## src/rtl/seqgen_if.sv

```systemverilog
// Request/stream bundle between a pattern source (master) and the seqgen transmitter (slave).
// The master drives the request fields; the slave returns the serial stream and status.
interface seqgen_if #(
  parameter int W  = 16,
  parameter int LW = 5,
  parameter int CW = 8
) ();

  logic          start;
  logic [W-1:0]  data;
  logic [LW-1:0] len;
  logic [CW-1:0] rpt;

  logic          x;
  logic          valid;
  logic          busy;
  logic          done;
  logic [CW-1:0] hits;

  modport master (
    output start, data, len, rpt,
    input  x, valid, busy, done, hits
  );

  modport slave (
    input  start, data, len, rpt,
    output x, valid, busy, done, hits
  );

endinterface

```

## src/rtl/seqgen.sv

```systemverilog
// Serial pattern transmitter: shifts data[len-1:0] out MSB-first, rpt+1 times back to back,
// and keeps a saturating count of overlapping 101 occurrences in the transmitted bits.
module seqgen #(
  parameter int W  = 16,
  parameter int LW = 5,
  parameter int CW = 8
) (
  input  logic    clk,
  input  logic    reset,
  seqgen_if.slave bus
);

  typedef enum logic [1:0] {
    S_IDLE = 2'd0,
    S_SEND = 2'd1,
    S_DONE = 2'd2
  } state_t;

  localparam logic [LW-1:0] LEN_MAX  = LW'(W);
  localparam logic [CW-1:0] HITS_MAX = '1;

  state_t        r_state;
  logic [W-1:0]  r_pattern;
  logic [W-1:0]  r_shift;
  logic [LW-1:0] r_len;
  logic [LW-1:0] r_bitcnt;
  logic [CW-1:0] r_pass;
  logic [1:0]    r_hist;
  logic [CW-1:0] r_hits;
  logic          r_x;
  logic          r_valid;
  logic          r_busy;
  logic          r_done;

  logic [LW-1:0] w_len;
  logic [W-1:0]  w_aligned;
  logic          w_hit;

  // Left-align the field so its MSB always sits at the top of the shift register.
  assign w_len     = (bus.len > LEN_MAX) ? LEN_MAX : bus.len;
  assign w_aligned = bus.data << (LEN_MAX - w_len);
  assign w_hit     = (r_hist == 2'b10) && r_x;

  always_ff @(posedge clk or negedge reset) begin
    if (!reset) begin
      r_state   <= S_IDLE;
      r_pattern <= '0;
      r_shift   <= '0;
      r_len     <= '0;
      r_bitcnt  <= '0;
      r_pass    <= '0;
      r_hist    <= '0;
      r_hits    <= '0;
      r_x       <= 1'b0;
      r_valid   <= 1'b0;
      r_busy    <= 1'b0;
      r_done    <= 1'b0;
    end else begin
      case (r_state)
        S_IDLE: begin
          r_done <= 1'b0;
          if (bus.start) begin
            r_hits    <= '0;
            r_hist    <= '0;
            r_pattern <= w_aligned;
            r_len     <= w_len;
            r_pass    <= bus.rpt;
            r_busy    <= 1'b1;
            if (w_len == '0) begin
              r_state <= S_DONE;
              r_done  <= 1'b1;
            end else begin
              r_state  <= S_SEND;
              r_valid  <= 1'b1;
              r_x      <= w_aligned[W-1];
              r_shift  <= {w_aligned[W-2:0], 1'b0};
              r_bitcnt <= w_len - 1'b1;
            end
          end
        end

        S_SEND: begin
          // The bit currently on x is scored here, so hits lags the bit by one cycle.
          r_hist <= {r_hist[0], r_x};
          if (w_hit && (r_hits != HITS_MAX)) begin
            r_hits <= r_hits + 1'b1;
          end
          if (r_bitcnt != '0) begin
            r_x      <= r_shift[W-1];
            r_shift  <= {r_shift[W-2:0], 1'b0};
            r_bitcnt <= r_bitcnt - 1'b1;
          end else if (r_pass != '0) begin
            r_pass   <= r_pass - 1'b1;
            r_x      <= r_pattern[W-1];
            r_shift  <= {r_pattern[W-2:0], 1'b0};
            r_bitcnt <= r_len - 1'b1;
          end else begin
            r_state <= S_DONE;
            r_x     <= 1'b0;
            r_valid <= 1'b0;
            r_done  <= 1'b1;
          end
        end

        S_DONE: begin
          r_state <= S_IDLE;
          r_done  <= 1'b0;
          r_busy  <= 1'b0;
        end

        default: begin
          r_state <= S_IDLE;
          r_x     <= 1'b0;
          r_valid <= 1'b0;
          r_busy  <= 1'b0;
          r_done  <= 1'b0;
        end
      endcase
    end
  end

  assign bus.x     = r_x;
  assign bus.valid = r_valid;
  assign bus.busy  = r_busy;
  assign bus.done  = r_done;
  assign bus.hits  = r_hits;

endmodule

```

## src/flat_wrapper.sv

```systemverilog
// flat-port wrapper written by rule: the top's interface ports become plain ports
module seqgen_flat 
#(
  parameter int W  = 16,
  parameter int LW = 5,
  parameter int CW = 8
)
  (clk, reset, bus_start, bus_data, bus_len, bus_rpt, bus_x, bus_valid, bus_busy, bus_done, bus_hits);
  seqgen_if #(.W(W), .LW(LW), .CW(CW)) bus_i ();
  input  logic clk;
  input  logic reset;
  input wire logic [$bits(bus_i.start)-1:0] bus_start;
  input wire logic [$bits(bus_i.data)-1:0] bus_data;
  input wire logic [$bits(bus_i.len)-1:0] bus_len;
  input wire logic [$bits(bus_i.rpt)-1:0] bus_rpt;
  output wire logic [$bits(bus_i.x)-1:0] bus_x;
  output wire logic [$bits(bus_i.valid)-1:0] bus_valid;
  output wire logic [$bits(bus_i.busy)-1:0] bus_busy;
  output wire logic [$bits(bus_i.done)-1:0] bus_done;
  output wire logic [$bits(bus_i.hits)-1:0] bus_hits;
  assign bus_i.start = bus_start;
  assign bus_i.data = bus_data;
  assign bus_i.len = bus_len;
  assign bus_i.rpt = bus_rpt;
  assign bus_x = bus_i.x;
  assign bus_valid = bus_i.valid;
  assign bus_busy = bus_i.busy;
  assign bus_done = bus_i.done;
  assign bus_hits = bus_i.hits;
  seqgen #(.W(W), .LW(LW), .CW(CW)) u_core (.clk(clk), .reset(reset), .bus(bus_i));
endmodule
```

## config.mk

```make
export PLATFORM = sky130hd
export DESIGN_NAME = seqgen_flat
export DESIGN_NICKNAME = d
export VERILOG_FILES = /design/src/rtl/seqgen_if.sv /design/src/rtl/seqgen.sv /design/src/flat_wrapper.sv
export SDC_FILE = /design/constraint.sdc
export NUM_CORES = 1
export LEC_CHECK = 0
export CORE_MARGIN = 4
export CORE_UTILIZATION = 35
export CTS_BUF_LIST = sky130_fd_sc_hd__clkbuf_8
export DETAILED_ROUTE_END_ITERATION = 8
export PLACE_DENSITY_LB_ADDON = 0.2
export SLEW_MARGIN = 20
export SYNTH_ARGS = -nofsm -noshare
export SYNTH_HDL_FRONTEND = slang
export SYNTH_SLANG_ARGS = --single-unit
export TNS_END_PERCENT = 1
```

## constraint.sdc

```tcl
create_clock -name clk -period 2.75 [get_ports clk]
set_input_delay 0.6875 -clock clk [delete_from_list [all_inputs] [get_ports clk]]
set_output_delay 0.6875 -clock clk [all_outputs]
set_load 0.01 [all_outputs]
```

==> qor.yml, run 1 <==
timing:
  finalHoldViolCount: 0
  slew_headroom: 0.489
  worstMarginPinSlew_ps: 764
  period_share: 0.971
  period_needed_ps: 2670
  final.setup.tns_ps: 0
  finalSetupViolations: 0
  finClkSkew_ps: 8.54
  max_clock_freq_ghz: 0.374
  rsz0062_at_grt: "yes"
  final-max-slew-violation-count: 0
power:
  ir_drop_mv: 0.337
  power.switching_uw: 1660
  p_int_uw: 2740
  power_frac_seq: 0.366
  power_frac_clock: 0.200
  swShare: 0.377
  power.total_uw: 4390
  p_comb_frac: 0.434
  power.leakage_uw: 0.00222
  powerDensity_mw_per_mm2: 846
placed_design:
  hpwlAfterDp_mm: 8.16
  io_buffer_count: 43
  place_congestion: 0.946
  place_inst: 672
floorplanning:
  ios: 44
  start_util: 0.364
  dieArea_mm2: 0.0132
  die_w_um: 115
  die_h_um: 115
  rows: 38
  fp.coreArea_mm2: 0.0110
worst_setup_path:
  r2r_slack_ps: 90
  r2r_cells: 9
  cp-end-kind: "register"
  start_kind: "input port"
  arrival_ps: 2930
  crit_path_start: "bus_len[1]"
  cp.required_ps: 3000
  cp_max_fo: 8
  r2r_end: "u_core.r_shift[11]"
  crit_type: "in -> reg"
  r2r-start: "u_core.r_pass[0]"
  endpoint: "u_core.bus.x"
final_layout:
  fin_util: 0.473
  diodes: 0
  n_fill_cell: 1090
  final_cell_count_no_fill: 689
  nets: 581
  area_delta_synth_final_pct: 30.0
  layout-drive-gt1-share: 0.177
global_route:
  antenna_found_initial: 0
  grt_use_total: 0.176
  grt_max_degree: 43
  grt_pass1_wl_mm: 18.4
  overflow: 0
  grt_pass1_vias: 3640
yosys:
  synth_area_mm2: 0.00399
  ys_warn_count: 0
  yosys_most_used_dff: "dfrtp_1"
  yosysUniqueCellTypes: 58
  synth-compound-area-share: 0.225
  ys_seq_area_frac: 0.407
  synth_top_family_by_area: "compound AO/OA/AOI/OAI gates"
  ys_seq_elements: 65
  synth_edf_count: 0
  syn_inst: 470
  synth-adder-area-share: 0.0157
  syn_avg_cell_area_um2: 8.50
  synth-simple-area-share: 0.197
  synthArstFlopShare: 1.00
  syn-num-nets: 507
  synth.area.mux_share: 0.0796
  synth_xor_xnor_area_share: 0.0219
clock_network:
  cts_root_buf: "clkbuf_8"
  cts.sinks: 65
  cts_hold_buf: 0
  clk_latency_ps: 340
  cts_made_buffers: 9
  cts_max_path_buffers: 2
  htreeDepth: 3
  cts_tree: "built"
  path_clk_slew_ps: 80
drt:
  finalWirelength_mm: 11.2
  routedWlPerCell_um: 16.3
  via_count: 3722
  drt-initial-drc-count: 281
  drc_errors: 0
  first_pass_iters: 5
  final_antenna_net_count: 0
  via_per_inst: 5.40
worst_hold_path:
  hold_path.class: "in -> async"
run_status:
  run_status: "finished clean"
flow_run:
  max-cap-violations: 0
==> Yosys cell counts, drive strengths merged, types with 3 or more instances <==
cell	n	area, um2
nor2	47	176
nor2b	7	43.8
a211oi	3	22.5
o31ai	4	30.0
mux2i	16	160
xnor2	8	70.1
or3	3	18.8
nor4	4	25.0
a21oi	31	166
mux4	5	113
a22oi	6	45.0
nand3	20	100
o221ai	6	52.6
o21ai	44	220
dfrtp	65	1630
nand2	69	259
a21o	3	22.5
a311oi	4	35.0
buf	8	57.6
a22o	5	43.8
ha	5	62.6
nor3b	4	30.0
a31oi	15	93.8
inv	16	60.1
nor3	6	30.0
nand2b	4	25.0
clkbuf	26	97.6
mux2	4	45.0
==> layer usage <==
layer  wire length, um  vias to the layer above  GRT usage
li1                  -                     1837          -
met1              5260                     1800      0.237
met2              5430                       74      0.288
met3               361                       11     0.0300
met4               153                        0     0.0563
met5                 0                        -          0
==> area by class of cell <==
type | count | area, um2 | area share
Timing Repair Buffer | 97 | 898 | 0.173
Clock inverter | 7 | 87.6 | 0.0169
Tap cell | 140 | 175 | 0.0337
Clock buffer | 9 | 124 | 0.0238
Multi-Input combinational cell | 355 | 2220 | 0.427
Inverter | 16 | 62.6 | 0.0120
Sequential cell | 65 | 1630 | 0.313
==> stage by stage <==
stage                     hold WS (ps)  worst slack [ps]  instance area, um2
after CTS                          351              3.10                5150
after global routing               377             -27.6                5190
after floorplan                    392             -2.91                4060
after detailed placement           464              -540                4920
after global placement             461              -464                4920
final                              338              78.9                5190
==> power groups by stage <==
stage,clock (uW),sequential (uW),combinational [uW]
after floorplan,0,1560,1300
after global routing,942,1660,2140
final,879,1610,1910
after CTS,899,1610,1900
after detailed placement,0,1620,1890
after global placement,0,1610,1840
==> cells in the final DEF, fill, tap and decap left out, drive strengths merged, types with 3 or more instances in the layout <==
cell           synthesis  final
inv                   16     18
dfrtp                 65     65
nor3                   6      6
mux2i                 16     16
ha                     5      5
a22oi                  6      6
nor2b                  7      7
o21ai                 44     44
o221ai                 6      6
a311oi                 4      4
xnor2                  8      8
nand2                 69     69
nor3b                  4      4
nand2b                 4      4
o31ai                  4      4
a21o                   3      3
a211oi                 3      3
a21oi                 31     31
nor4                   4      4
a22o                   5      5
nor2                  47     47
clkbuf                26      9
a31oi                 15     15
buf                    8     55
clkdlybuf4s50          0     40
or3                    3      3
mux2                   4      4
mux4                   5      5
nand3                 20     20
==> cell families after synthesis <==
family | count (synthesis)
and+or+nand+nor | 174
AOI/OAI and AO/OA | 141
DFF | 65
buffers and inverters | 50
muxes | 25
xor gates and xnor gates | 10
adders and majority gates | 5
==> how the worst min path moves through the flow <==
stage,startpoint,to,slack (ps),cells after the start
global placement,u_core.r_pattern[6],u_core.r_pattern[6],460,2
floorplan,reset,u_core.bus.busy,390,0
CTS,reset,u_core.r_pass[2],350,1
finish,reset,u_core.r_pass[2],340,1
detailed placement,u_core.r_pattern[1],u_core.r_pattern[1],460,2
global route,reset,u_core.r_pass[2],380,1
==> critical path, cell delays in order <==
cell and delay, ps:
clkdlybuf4s50_1 520, nand2_2 110, ha_4 360, mux2_4 190, inv_1 50, mux4_2 480
nor2b_2 140, a221oi_2 50, buf_4 160, o31ai_1 180
==> timing repair <==
item                                    in CTS  in global routing
gates resized for setup                      8                 10
endpoints found under the setup margin      17                 19
setup buffers                                0                  1
pin swaps                                    1                  1
==> flip-flops by register name, summed over array words and instances, names as in the netlist <==
| register | count |
|---|---|
| u_core.bus.done | 1 |
| u_core.r_state | 2 |
| u_core.r_pattern | 16 |
| u_core.bus.x | 1 |
| u_core.r_bitcnt | 5 |
| u_core.r_pass | 8 |
| u_core.r_hist | 2 |
| u_core.bus.busy | 1 |
| u_core.r_len | 5 |
| u_core.bus.hits | 8 |
| u_core.r_shift | 15 |
| u_core.bus.valid | 1 |
(Power assumes the default switching activity.)
==> run 2, diff against run 1 <==
CELL_PAD_IN_SITES_DETAIL_PLACEMENT = 1   (was unset)
CELL_PAD_IN_SITES_GLOBAL_PLACEMENT = 2   (was unset)
CORE_UTILIZATION = 32   (was 35)
CTS_CLUSTER_DIAMETER = 120   (was unset)
==> run 2 against run 1 <==
  * Utilization decreased by 3.8 points
  * Clock skew up 1.4 ps
  * Total power down 1.9%
  * Clock power is 19% lower
  * Worst hold slack improved by 2.1 ps
  * Flip-flop and latch count unchanged
  * Routed wire length rose by 9.5%
  * Design area grew 1.3%
  * Setup slack worse by 26 ps
  * Largest power group unchanged
==> qor.yml, run 2 (synthesized netlist as in run 1, its figures left out) <==
drt:
  finalWirelength_mm: 12.3  # was 11.2 mm
  drt-initial-drc-count: 178  # was 281
  first_pass_iters: 5  # unchanged
  final_antenna_net_count: 0  # unchanged
  drc_errors: 0  # unchanged
  via_per_inst: 5.22  # was 5.40
  routedWlPerCell_um: 16.8  # was 16.3 um
  via_count: 3811  # was 3722
worst_setup_path:
  arrival_ps: 2920  # was 2930 ps
  cp_max_fo: 8  # unchanged
  cp.required_ps: 2970  # was 3000 ps
  crit_type: "in -> reg"  # unchanged
  cp_num_cells: 12  # was 10
  start_kind: "input port"  # unchanged
  cp_cell_sequence: "clkdlybuf4s50_1 > nor2b_4 > inv_4 > ha_4 > buf_4 > xor2_2 > buf_4 > mux2i_1 > buf_4 > a21boi_0 > a22oi_1 > a31oi_1"  # was clkdlybuf4s50_1 > nand2_2 > ha_4 > mux2_4 > inv_1 > mux4_2 > nor2b_2 > a221oi_2 > buf_4 > o31ai_1
  critPathMaxStageDelay_ps: 480  # was 520 ps
  r2r-start: "u_core.r_pass[0]"  # unchanged
  r2r_cells: 10  # was 9
  path_common_cell: "buf_4"
  cp-end-kind: "register"  # unchanged
  cp_num_buf_inv: 5  # was 3
  cp_slowest_cell: "clkdlybuf4s50_1"  # unchanged
  crit_path_start: "bus_len[0]"  # was bus_len[1]
  critical_path.top_delay_family: "buffers and inverters"  # unchanged
clock_network:
  htreeDepth: 3  # unchanged
  cts_max_path_buffers: 2  # unchanged
  cts_made_buffers: 9  # unchanged
  clk_latency_ps: 350  # was 340 ps
  cts.sinks: 65  # unchanged
  cts_root_buf: "clkbuf_8"  # unchanged
  cts_tree: "built"  # unchanged
  path_clk_slew_ps: 70  # was 80 ps
  cts_hold_buf: 0  # unchanged
power:
  power.total_uw: 4310  # was 4390 uW
  power.leakage_uw: 0.00225  # was 0.00222 uW
  ir_drop_mv: 0.276  # was 0.337 mV
  powerDensity_mw_per_mm2: 819  # was 846 mW/mm2
global_route:
  grt_pass1_wl_mm: 20.6  # was 18.4 mm
  use_met1: 0.240  # was 0.237
  antenna_found_initial: 0  # unchanged
  grt_busiest_layer: "met2"  # unchanged
  grtUsageMet2: 0.297  # was 0.288
  grt_pass1_vias: 3947  # was 3640
  overflow: 0  # unchanged
  met3_usage: 0.0226  # was 0.0300
  grt_max_degree: 44  # was 43
  grt_use_total: 0.178  # was 0.176
timing:
  max_clock_freq_ghz: 0.371  # was 0.374 GHz
  finalHoldViolCount: 0  # unchanged
  period_share: 0.981  # was 0.971
  finClkSkew_ps: 9.91  # was 8.54 ps
  period_needed_ps: 2700  # was 2670 ps
  slew_headroom: 0.476  # was 0.489
  timing.hold.ws_ps: 340  # was 338 ps
  rsz0062_at_grt: "yes"  # unchanged
  finalSetupViolations: 0  # unchanged
  final-max-slew-violation-count: 0  # unchanged
  final.setup.tns_ps: 0  # unchanged
  worstMarginPinSlew_ps: 783  # was 764 ps
floorplanning:
  dieArea_mm2: 0.0143  # was 0.0132 mm2
  die_w_um: 120  # was 115 um
  fp.coreArea_mm2: 0.0121  # was 0.0110 mm2
  rows: 40  # was 38
  start_util: 0.330  # was 0.364
  die_h_um: 120  # was 115 um
  ios: 44  # unchanged
placed_design:
  place_area_mm2: 0.00502  # was 0.00492 mm2
  hpwlAfterDp_mm: 9.15  # was 8.16 mm
  io_buffer_count: 43  # unchanged
  place_congestion: 0.799  # was 0.946
run_status:
  run_status: "finished clean"  # unchanged
final_layout:
  final_cell_mix: "nand2_1, buf_4, dfrtp_1, nor2_1, clkdlybuf4s50_1"  # was nand2_1, dfrtp_1, buf_4, nor2_1, o21ai_0
  finalInstanceArea_mm2: 0.00526  # was 0.00519 mm2
  fin_util: 0.435  # was 0.473
  area_delta_synth_final_pct: 31.8  # was 30.0%
  final_common_cell: "nand2_1"  # unchanged
  largest_reg_flops: 16  # unchanged
  top_register: "u_core.r_pattern"  # unchanged
  top_regs: "u_core.r_pattern: 16 flops, u_core.r_shift: 15 flops"  # unchanged
  layout-drive-gt1-share: 0.196  # was 0.177
  diodes: 0  # unchanged
  nets: 595  # was 581
worst_hold_path:
  hold_path.class: "in -> async"  # unchanged
flow_run:
  max-cap-violations: 0  # unchanged
==> run 2: path summary, 6_finish.rpt <==
kind	end	slack [ps]
min in group clk	u_core.r_pattern[4]	480
setup / recovery	u_core.r_pattern[14]	50
max in group asynchronous	u_core.r_shift[7]	1760
setup reg to reg	u_core.r_shift[15]	140
hold / removal	u_core.r_pass[5]	340
hold reg to reg	u_core.r_pattern[4]	480
==> run 2: layout make-up <==
class	count	area, um2
fillers	1432	6850
clock buffers	10	138
multi-input cells	355	2240
repair buffers	111	958
inverters	16	62.6
well taps	168	210
clock inverters	5	25.0
flip-flops and latches	65	1630
==> run 2: through the flow <==
step / cells / worst slack, ps
2_1_floorplan: 470 / -2.91
3_3_place_gp: 714 / -445
5_1_grt: 730 / -58.7
6_report: 730 / 53.0
4_1_cts: 729 / 7.11
3_5_place_dp: 714 / -524
==> run 2: per-layer routing <==
layer	vias to the layer above	share of wire
met2	60	0.49
met1	1870	0.47
met5	-	0
met3	11	0.029
li1	1870	-
met4	0	0.012
==> run 2: repair_timing <==
action                                  in CTS  in global routing
resized for setup                            3                 22
pin swaps                                    0                  5
cloned                                       0                  0
setup buffers                                0                  1
endpoints found under the setup margin      13                 25
==> run 2: worst register-to-register path, cell delays in order, from the launching register on <==
cell and delay [ps]:
dfrtp_1 380, inv_1 100, ha_1 170, or4b_4 480, or4_4 440, or2_4 270, a21oi_4 180, inv_1 70
buf_4 170, o21ai_0 150, a31oi_1 50
==> run 2: power by group <==
| group | internal, uW | switching [uW] |
|---|---|---|
| clock | 337 | 376 |
| sequential | 1350 | 274 |
| combinational | 916 | 1060 |
==> variant (settings of run 2) <==
Encoding of `state_t`: now one-hot (3 bits for 3 states).
--- a/src/rtl/seqgen.sv
+++ b/src/rtl/seqgen.sv
@@ -10,10 +10,10 @@
   seqgen_if.slave bus
 );
 
-  typedef enum logic [1:0] {
-    S_IDLE = 2'd0,
-    S_SEND = 2'd1,
-    S_DONE = 2'd2
+  typedef enum logic [2:0] {
+    S_IDLE = 3'b001,
+    S_SEND = 3'b010,
+    S_DONE = 3'b100
   } state_t;
 
   localparam logic [LW-1:0] LEN_MAX  = LW'(W);
Behaviour: no difference found for any inputs over 10 cycles, from zero or initial values and one cycle with reset low; not proved beyond that.
==> variant against run 2 <==
Wire length is 4.3% lower; combinational power is 13% lower; synthesized area is 1.3% higher; sequential cell count is 1 higher; worst setup slack better by 0.10 ns; cell area is 0.21% higher; power is 7.3% lower; global-route usage is 0.89 points lower; critical endpoint is now u_core.r_shift[9]$_DFFE_PN0P_.
==> variant: results (changes against run 2) <==
[run_status]
status=finished, final reports clean  ; unchanged

[placed_design]
global_placement_routability_congestion=0.7723  ; was 0.7988

[global_route]
grt_use_met2_pct=28.47  ; was 29.66%
groute.layer.met3.usage_pct=2.713  ; was 2.262%
first_pass_grt_wire_length_um=20190  ; was 20580 um
grt_util_all_layers_pct=16.93  ; was 17.83%

[synth]
netlist_top_cells_area=sky130_fd_sc_hd__dfrtp_1, sky130_fd_sc_hd__nand2_1, sky130_fd_sc_hd__o21ai_0  ; unchanged
synth.net_count=517  ; was 507
share_of_synthesized_area_occupied_by_flip_flops_and_latches_pct=40.87  ; was 40.73%

[routing]
first_pass_iters=4  ; was 5
detail_route.vias_per_cell=5.114  ; was 5.221
met1_length_um=5504  ; was 5778 um
dr_iter_0_viols=233  ; was 178

[cells_and_area]
clkbuf_count=9  ; was 10
buf_share_pct=17.56  ; was 18.21%
n_multi_input_combinational_cell=373  ; was 355
final_nets=603  ; was 595
layout.clock.cell_area_share_pct=2.942  ; was 3.091%

[critical_path]
critPathCapture=u_core.r_shift[9]$_DFFE_PN0P_  ; was u_core.r_pattern[14]$_DFFE_PN0P_
reg2reg_slack_ns=0.33  ; was 0.14 ns
worstReg2RegStart=u_core.r_state[0]$_DFFE_PN1P_  ; was u_core.r_pass[0]$_DFFE_PN0P_
crit_arrival_ns=2.86  ; was 2.92 ns
critical_path.slowest_cell=sky130_fd_sc_hd__mux4_2  ; was sky130_fd_sc_hd__clkdlybuf4s50_1
worstRegToRegCells=5  ; was 10

[timing]
skew_ns=0.009749  ; was 0.009911 ns

-- variant: timing repair --
item                       in CTS  in global routing
pin swaps                       6                  2
gates resized for setup        10                  9
buffers inserted                3                  0
setup endpoints to repair      20                 15
gates cloned                    1                  0
-- variant: stage by stage --
stage / TNS, ns / worst slack [ns] / cell area, um^2 / util [%] / total power [W]
3_3_place_gp: -11.67 / -0.4212 / 4996 / 40.91 / 0.003214
3_5_place_dp: -14.10 / -0.5060 / 4996 / 40.91 / 0.003277
6_report: 0 / 0.1530 / 5274 / 43.19 / 0.003993
2_1_floorplan: 0 / 0.001652 / 4061 / - / 0.002632
4_1_cts: 0 / 0.03920 / 5245 / 42.95 / 0.004033
5_1_grt: 0 / 0.02105 / 5274 / 43.19 / 0.004338
-- variant: power breakdown --
group          switching, W  internal [W]  leakage [nW]
registers          0.000252       0.00132         0.859
logic              0.000980      0.000753          1.34
clock network      0.000373      0.000311        0.0963
